==> src/rtl/fetch_unit_pkg.sv <==
// Shared definitions for the instruction-fetch stage: state encoding and PC arithmetic constants.
package fetch_unit_pkg;
   typedef enum logic {
      RUN  = 1'b0,
      HALT = 1'b1
   } fetch_state_e;

   localparam int PC_STEP    = 4;
   localparam int WORD_SHIFT = 2;
endpackage

==> src/rtl/fetch_unit_if.sv <==
// Instruction-memory and fetch-to-decode bus for the fetch stage.
interface fetch_unit_if #(
   parameter int n = 64
);
   logic [n-1:0] imem_addr;
   logic [n-1:0] imem_data;
   logic [n-1:0] if_id_pc;
   logic [n-1:0] if_id_instr;
   logic         if_id_valid;
   logic         id_ready;

   modport master (
      output imem_addr,
      input  imem_data,
      output if_id_pc,
      output if_id_instr,
      output if_id_valid,
      input  id_ready
   );

   modport slave (
      input  imem_addr,
      output imem_data,
      input  if_id_pc,
      input  if_id_instr,
      input  if_id_valid,
      output id_ready
   );
endinterface

==> src/rtl/fetch_unit.sv <==
// Instruction-fetch stage: owns the PC, drives the 1-cycle-latency instruction memory,
// pairs each returned word with its PC and hands it to decode with stall/redirect/halt.
//
// state | meaning
// RUN   | fetching; one word per cycle when decode is ready
// HALT  | halt word accepted by decode; idle until a branch redirect
module fetch_unit
   import fetch_unit_pkg::*;
#(
   parameter int           n          = 64,
   parameter logic [n-1:0] RESET_PC   = '0,
   parameter logic [n-1:0] HALT_INSTR = '0
) (
   input  logic          clk,
   input  logic          rst_n,
   input  logic          branch_taken,
   input  logic [n-1:0]  branch_target,
   fetch_unit_if.master  bus,
   output logic          halted,
   output logic [31:0]   fetch_count
);

   fetch_state_e state;
   logic [n-1:0] fetch_pc;
   logic [n-1:0] resp_pc;
   logic         resp_valid;

   logic [n-1:0] target_al;
   logic [n-1:0] sel_pc;
   logic         stall;
   logic         accept;

   assign target_al = branch_target & ~{{(n-2){1'b0}}, 2'b11};
   assign stall     = resp_valid && !bus.id_ready;

   assign bus.if_id_pc    = resp_pc;
   assign bus.if_id_instr = bus.imem_data;
   assign bus.if_id_valid = resp_valid && (state == RUN) && !branch_taken;
   assign accept          = bus.if_id_valid && bus.id_ready;
   assign halted          = (state == HALT);

   // On a stall the held word is re-read so imem_data keeps presenting it.
   always_comb begin
      sel_pc = fetch_pc;
      if (branch_taken)
         sel_pc = target_al;
      else if (state == RUN && stall)
         sel_pc = resp_pc;
   end

   assign bus.imem_addr = sel_pc >> WORD_SHIFT;

   always_ff @(posedge clk) begin
      if (!rst_n) begin
         state       <= RUN;
         fetch_pc    <= RESET_PC;
         resp_pc     <= '0;
         resp_valid  <= 1'b0;
         fetch_count <= '0;
      end else if (branch_taken) begin
         state      <= RUN;
         resp_pc    <= target_al;
         resp_valid <= 1'b1;
         fetch_pc   <= target_al + n'(PC_STEP);
      end else if (state == RUN && !stall) begin
         resp_pc    <= fetch_pc;
         resp_valid <= 1'b1;
         fetch_pc   <= fetch_pc + n'(PC_STEP);
         if (accept) begin
            fetch_count <= fetch_count + 32'd1;
            // The halt word itself is delivered and counted before stopping.
            if (bus.imem_data == HALT_INSTR) begin
               state      <= HALT;
               resp_valid <= 1'b0;
            end
         end
      end
   end

endmodule

==> src/flat_wrapper.sv <==
// flat-port wrapper written by rule: the top's interface ports become plain ports
module fetch_unit_flat import fetch_unit_pkg::*;
#(
   parameter int           n          = 64,
   parameter logic [n-1:0] RESET_PC   = '0,
   parameter logic [n-1:0] HALT_INSTR = '0
)
  (clk, rst_n, branch_taken, branch_target, halted, fetch_count, bus_imem_addr, bus_imem_data, bus_if_id_pc, bus_if_id_instr, bus_if_id_valid, bus_id_ready);
  fetch_unit_if #(.n(n)) bus_i ();
  input  logic clk;
  input  logic rst_n;
  input  logic branch_taken;
  input  logic [n-1:0] branch_target;
  output logic halted;
  output logic [31:0] fetch_count;
  output wire logic [$bits(bus_i.imem_addr)-1:0] bus_imem_addr;
  input wire logic [$bits(bus_i.imem_data)-1:0] bus_imem_data;
  output wire logic [$bits(bus_i.if_id_pc)-1:0] bus_if_id_pc;
  output wire logic [$bits(bus_i.if_id_instr)-1:0] bus_if_id_instr;
  output wire logic [$bits(bus_i.if_id_valid)-1:0] bus_if_id_valid;
  input wire logic [$bits(bus_i.id_ready)-1:0] bus_id_ready;
  assign bus_imem_addr = bus_i.imem_addr;
  assign bus_i.imem_data = bus_imem_data;
  assign bus_if_id_pc = bus_i.if_id_pc;
  assign bus_if_id_instr = bus_i.if_id_instr;
  assign bus_if_id_valid = bus_i.if_id_valid;
  assign bus_i.id_ready = bus_id_ready;
  fetch_unit #(.n(n), .RESET_PC(RESET_PC), .HALT_INSTR(HALT_INSTR)) u_core (.clk(clk), .rst_n(rst_n), .branch_taken(branch_taken), .branch_target(branch_target), .bus(bus_i), .halted(halted), .fetch_count(fetch_count));
endmodule
==> config.mk <==
export PLATFORM = sky130hd
export DESIGN_NAME = fetch_unit_flat
export DESIGN_NICKNAME = d
export VERILOG_FILES = /design/src/rtl/fetch_unit_pkg.sv /design/src/rtl/fetch_unit_if.sv /design/src/rtl/fetch_unit.sv /design/src/flat_wrapper.sv
export SDC_FILE = /design/constraint.sdc
export NUM_CORES = 1
export LEC_CHECK = 0
export ABC_AREA = 1
export BUFFER_PORTS_ARGS = -buffer_cell sky130_fd_sc_hd__buf_2
export CORE_ASPECT_RATIO = 0.6
export CORE_MARGIN = 4
export CORE_UTILIZATION = 51
export CTS_BUF_LIST = sky130_fd_sc_hd__clkbuf_8 sky130_fd_sc_hd__clkbuf_16
export DETAILED_ROUTE_END_ITERATION = 10
export PLACE_DENSITY_LB_ADDON = 0.1
export SKIP_CTS_REPAIR_TIMING = 1
export SYNTH_ARGS = -nofsm -noshare
export SYNTH_HDL_FRONTEND = slang
export SYNTH_SLANG_ARGS = --single-unit
==> constraint.sdc <==
create_clock -name clk -period 2.4 [get_ports clk]
set_input_delay 0.48 -clock clk [delete_from_list [all_inputs] [get_ports clk]]
set_output_delay 0.48 -clock clk [all_outputs]
set_load 0.1 [all_outputs]
### Word level (Yosys, flattened, before mapping)

Cells that the tools add are included.

| operators by class | value |
|---|---|
| add/subtract/negate cells | 3 |
| muxes and demuxes | 10 |
| bitwise gates (word level) | 3 |
| reductions and logical operators | 14 |

Operator list:

| cell | count |
|---|---|
| $mux W64 | 6 |
| $add A64 B3 Y64 const B | 2 |
| $logic_not A64 Y1 | 1 |
| $add A32 B1 Y32 const B | 1 |
| $logic_and A1 B1 Y1 | 6 |
| $reduce_and A3 Y1 | 2 |
| $mux W1 | 4 |
| $logic_not A1 Y1 | 3 |
| $not A1 Y1 | 3 |
| $reduce_bool A2 Y1 | 1 |
| $reduce_or A2 Y1 | 1 |

| word-level totals | value |
|---|---|
| bits in registers | 162 |
| input port bits | 132 |
| output and inout port bits | 226 |
| word-level logic and storage cells | 36 |

### Longest topological paths before layout

| logic depth | value |
|---|---|
| depth in word-level cells | 7 |
| mapped depth | 16 |

### Worst setup path before layout

Ideal clock, no wire load.

| timing | value |
|---|---|
| path type | register -> output |
| start | reg u_core.state (netlist: u_core.halted) |
| end | out bus_imem_addr[57] |
| arrival | 3.921 ns |
| setup slack | -2.001 ns |
| cell stages (with the launch flop) | 6 |
| path buffers | 1 |
| cells stage by stage | dfxtp_1 -> nor2_4 -> nand2_1 -> clkbuf_1 -> mux2i_1 -> o21ai_0 |

| between the ends | value |
|---|---|
| word-level cells in the longest chain between the ends | 4 |

Ends and longest elaborated chain:

| element | line | RTL |
|---|---|---|
| from (decl) | fetch_unit.sv:23 | `fetch_state_e state;` |
| from (signal assigned) | fetch_unit.sv:55 | `state <= RUN;` |
| from (signal assigned) | fetch_unit.sv:61 | `state <= RUN;` |
| from (signal assigned) | fetch_unit.sv:73 | `state <= HALT;` |
| $not A1 Y1 | fetch_unit.sv:47 | `else if (state == RUN && stall)` |
| $logic_and A1 B1 Y1 | fetch_unit.sv:47 |  |
| $mux W64 | fetch_unit.sv:47 |  |
| $mux W64 | fetch_unit.sv:45 | `if (branch_taken)` |
| to (decl) | flat_wrapper.sv:16 | `output wire logic [$bits(bus_i.imem_addr)-1:0] bus_imem_addr;` |

Every way passes these cells.

### Worst setup path after layout

| timing | value |
|---|---|
| start | reg u_core.resp_valid |
| end | out bus_imem_addr[60] |

| between the ends | value |
|---|---|
| word-level cells in the longest chain between the ends | 4 |

Ends and longest elaborated chain:

| element | line | RTL |
|---|---|---|
| from (decl) | fetch_unit.sv:26 | `logic resp_valid;` |
| from (signal assigned) | fetch_unit.sv:58 | `resp_valid <= 1'b0;` |
| from (signal assigned) | fetch_unit.sv:63 | `resp_valid <= 1'b1;` |
| from (signal assigned) | fetch_unit.sv:67 | `resp_valid <= 1'b1;` |
| $logic_and A1 B1 Y1 | fetch_unit.sv:34 | `assign stall = resp_valid && !bus.id_ready;` |
| $logic_and A1 B1 Y1 | fetch_unit.sv:47 |  |
| $mux W64 | fetch_unit.sv:47 |  |
| $mux W64 | fetch_unit.sv:45 |  |

Every way passes these cells.

==> flow_summary.json <==
{
  "viasPerCell": 5.61,
  "num_vias": 13213,
  "hpwl_um": 32200,
  "antenna_found_initial": 0,
  "crit_required_ns": 1.92,
  "clkSlewWorstSetupHoldPaths_ns": 0.06,
  "slowest_stage": "dfxtp_2",
  "cp_max_fo": 9,
  "crit_chain": "inv_4 -> nor2_4 -> buf_4 -> nand2_8 -> buf_8 -> o21ai_1 -> o21ai_4 -> buf_12",
  "hold_slack_ns": 0.364,
  "relSlewSlack_pct": 59.7,
  "maxClockFrequency_mhz": 397,
  "die_h_um": 119,
  "r2r_end": "u_core.fetch_pc[48]",
  "synthArstFlopShare_pct": 0,
  "rsz0062_at_grt": "true",
  "syn_area_sq_mm": 0.0104,
  "worstHoldPathType": "input port to register",
  "hold_viol_final": 0,
  "grt_start_max_net_pins": 133,
  "firstDrtPassIters": 6,
  "ys_seq_area_share_pct": 30.4,
  "cts_made_buffers": 17,
  "grt_pass1_wl_um": 63900,
  "utilization_pct": 80.9,
  "cap_violations": 0,
  "worstHoldPathCells": 3,
  "clock_sinks": 158,
  "violations": "negative setup slack",
  "min_to": "u_core.bus.if_id_pc[36]",
  "crit_path_start_kind": "register",
  "syn_area_per_cell_sq_um": 6.41,
  "clock_skew_ns": 0.0138,
  "finalCritPeriodShare_pct": 105,
  "layout_min_cycle_time_ns": 2.52,
  "num_rows": 40,
  "clk_latency_ns": 0.45,
  "io_buffers": 351,
  "holdCritStartpoint": "branch_target[36]",
  "power_per_cell_area_mw_per_mm2": 609,
  "layout_common_cells": "413 x nand2_1, 287 x buf_2, 191 x buf_4, 188 x nor2_1, 153 x dfxtp_1",
  "antenna_left": 0,
  "synth.distinct_cells": 47,
  "core_area_sq_mm": 0.0200,
  "cp-end-kind": "output pin",
  "slew_viol_final": 0,
  "cts_max_level": 4,
  "cts_tree": "yes",
  "worst-setup-path-type": "register to output pin",
  "worst_slack_ns": -0.122,
  "drt_wl_total_um": 45100,
  "root_buffer": "clkbuf_16",
  "pin_count": 358,
  "ir_drop_uv": 496,
  "layout-drive-gt1-share_pct": 38.4,
  "area_growth_pct": 55.5,
  "worstReg2RegStart": "u_core.fetch_pc[2]",
  "cp.arrival_ns": 2.04,
  "final_common_cell": "nand2_1",
  "synth_edf_count": 0,
  "ys_ff_latch": 158,
  "drt-initial-drc-count": 1558,
  "place_congestion": 1.01,
  "start_util_pct": 52.0,
  "overflow": 0,
  "ys.flop_type": "dfxtp_1",
  "yosys_warnings": 0,
  "drc": 0,
  "cts_buffer_depth": 2,
  "crit_path_max_incr_delay_ns": 0.36,
  "finalNetCount": 2205,
  "rr_worst_depth": 13,
  "die_w_um": 193,
  "p_leak_nw": 7.51,
  "status": "finished with violations",
  "wire_per_inst_um": 19.1,
  "reg2reg_slack_ns": 0.14,
  "finalSetupViolations": 58,
  "synthCells": 1624,
  "die_area_sq_mm": 0.0229,
  "tightestPinTransition_ns": 0.601,
  "grt_pass1_vias": 11727,
  "diodes": 0,
  "grt_use_total_pct": 35.1
}
flip-flops by register name, indices dropped and copies added (netlist names):
register and cells:
u_core.fetch_count 32, u_core.halted 1, u_core.resp_valid 1, u_core.fetch_pc 62, u_core.bus.if_id_pc 62
worst max path at each step:
stage | slack, ns | cells past startpoint | startpoint | to
after floorplan | -0.04 | 6 | branch_taken | bus_if_id_valid
after global placement | -0.09 | 13 | branch_taken | u_core.fetch_pc[58]
after detailed placement | -0.12 | 14 | branch_taken | u_core.fetch_pc[58]
after CTS | -0.17 | 7 | u_core.resp_valid | bus_imem_addr[60]
after global routing | -0.14 | 8 | u_core.resp_valid | bus_imem_addr[48]
final | -0.12 | 8 | u_core.resp_valid | bus_imem_addr[60]
cell usage after synthesis (20+ instances only):
library cell	instances	area share (%)
a21oi_1	85	4.1
buf_4	72	5.2
clkbuf_1	41	1.5
dfxtp_1	158	30
inv_1	128	4.6
mux2i_1	43	4.1
nand2_1	425	15
nand2_2	21	1.3
nand3_1	44	2.1
nand4_1	20	1.2
nor2_1	189	6.8
o21ai_0	183	8.8
final cells by class:
class                           instances  area, sq um
Timing Repair Buffer                  565         4620
Sequential cell                       158         3170
Clock inverter                         13          174
Tap cell                              273          342
Fill cell                            1381         3820
Inverter                              134          519
Clock buffer                           18          439
Multi-Input combinational cell       1195         6940
per-layer routing:
layer,vias to the layer above,wire length [um],part of all wire (%),track usage (%)
met5,-,0,0,0
met4,0,1150,2.5,10.1
met3,81,5820,13,8.56
met2,802,18800,42,49.1
met1,6183,19300,43,53.1
li1,6147,-,-,-
report_power, final:
group / leakage [nW] / total (mW) / switching, mW / internal, mW
registers: 1.30 / 2.92 / 0.145 / 2.78
clock network: 0.300 / 2.91 / 1.16 / 1.75
logic: 5.91 / 4.03 / 2.88 / 1.15
total: 7.51 / 9.86 / 4.19 / 5.67
stage by stage:
stage | instance area (sq um) | setup TNS, ns | setup WS, ns | power (mW) | std cells
5_1_grt | 16200 | -5.65 | -0.138 | 10.1 | 2356
4_1_cts | 15500 | -3.98 | -0.167 | 9.59 | 2337
6_report | 16200 | -3.31 | -0.122 | 9.86 | 2356
3_5_place_dp | 14900 | -1.31 | -0.123 | 6.74 | 2306
3_3_place_gp | 14900 | -0.488 | -0.0882 | 6.69 | 2306
2_1_floorplan | 11200 | -0.0644 | -0.0406 | 5.68 | 1627
cell families (layout without fill, tap and decap cells):
| logic type | after synthesis | count (layout) | share of synthesized area [%] |
|---|---|---|---|
| mux | 43 | 43 | 4.13 |
| compound gates | 350 | 350 | 18.2 |
| fa+ha+maj | 2 | 2 | 0.240 |
| flops | 158 | 158 | 30.4 |
| simple gates | 774 | 776 | 31.9 |
| xor+xnor | 20 | 20 | 1.68 |
| other cells | 1 | 4 | 0.0360 |
| buf+inv | 276 | 730 | 13.5 |
worst max-delay path: cells and delay by family (launching register included):
family | cells | cell delay (ns)
flip-flops | 1 | 0.36
AO/OA/AOI/OAI | 2 | 0.41
buffers and inverters | 4 | 0.59
AND/OR/NAND/NOR | 2 | 0.24
Power figures use the tool's default switching activity.
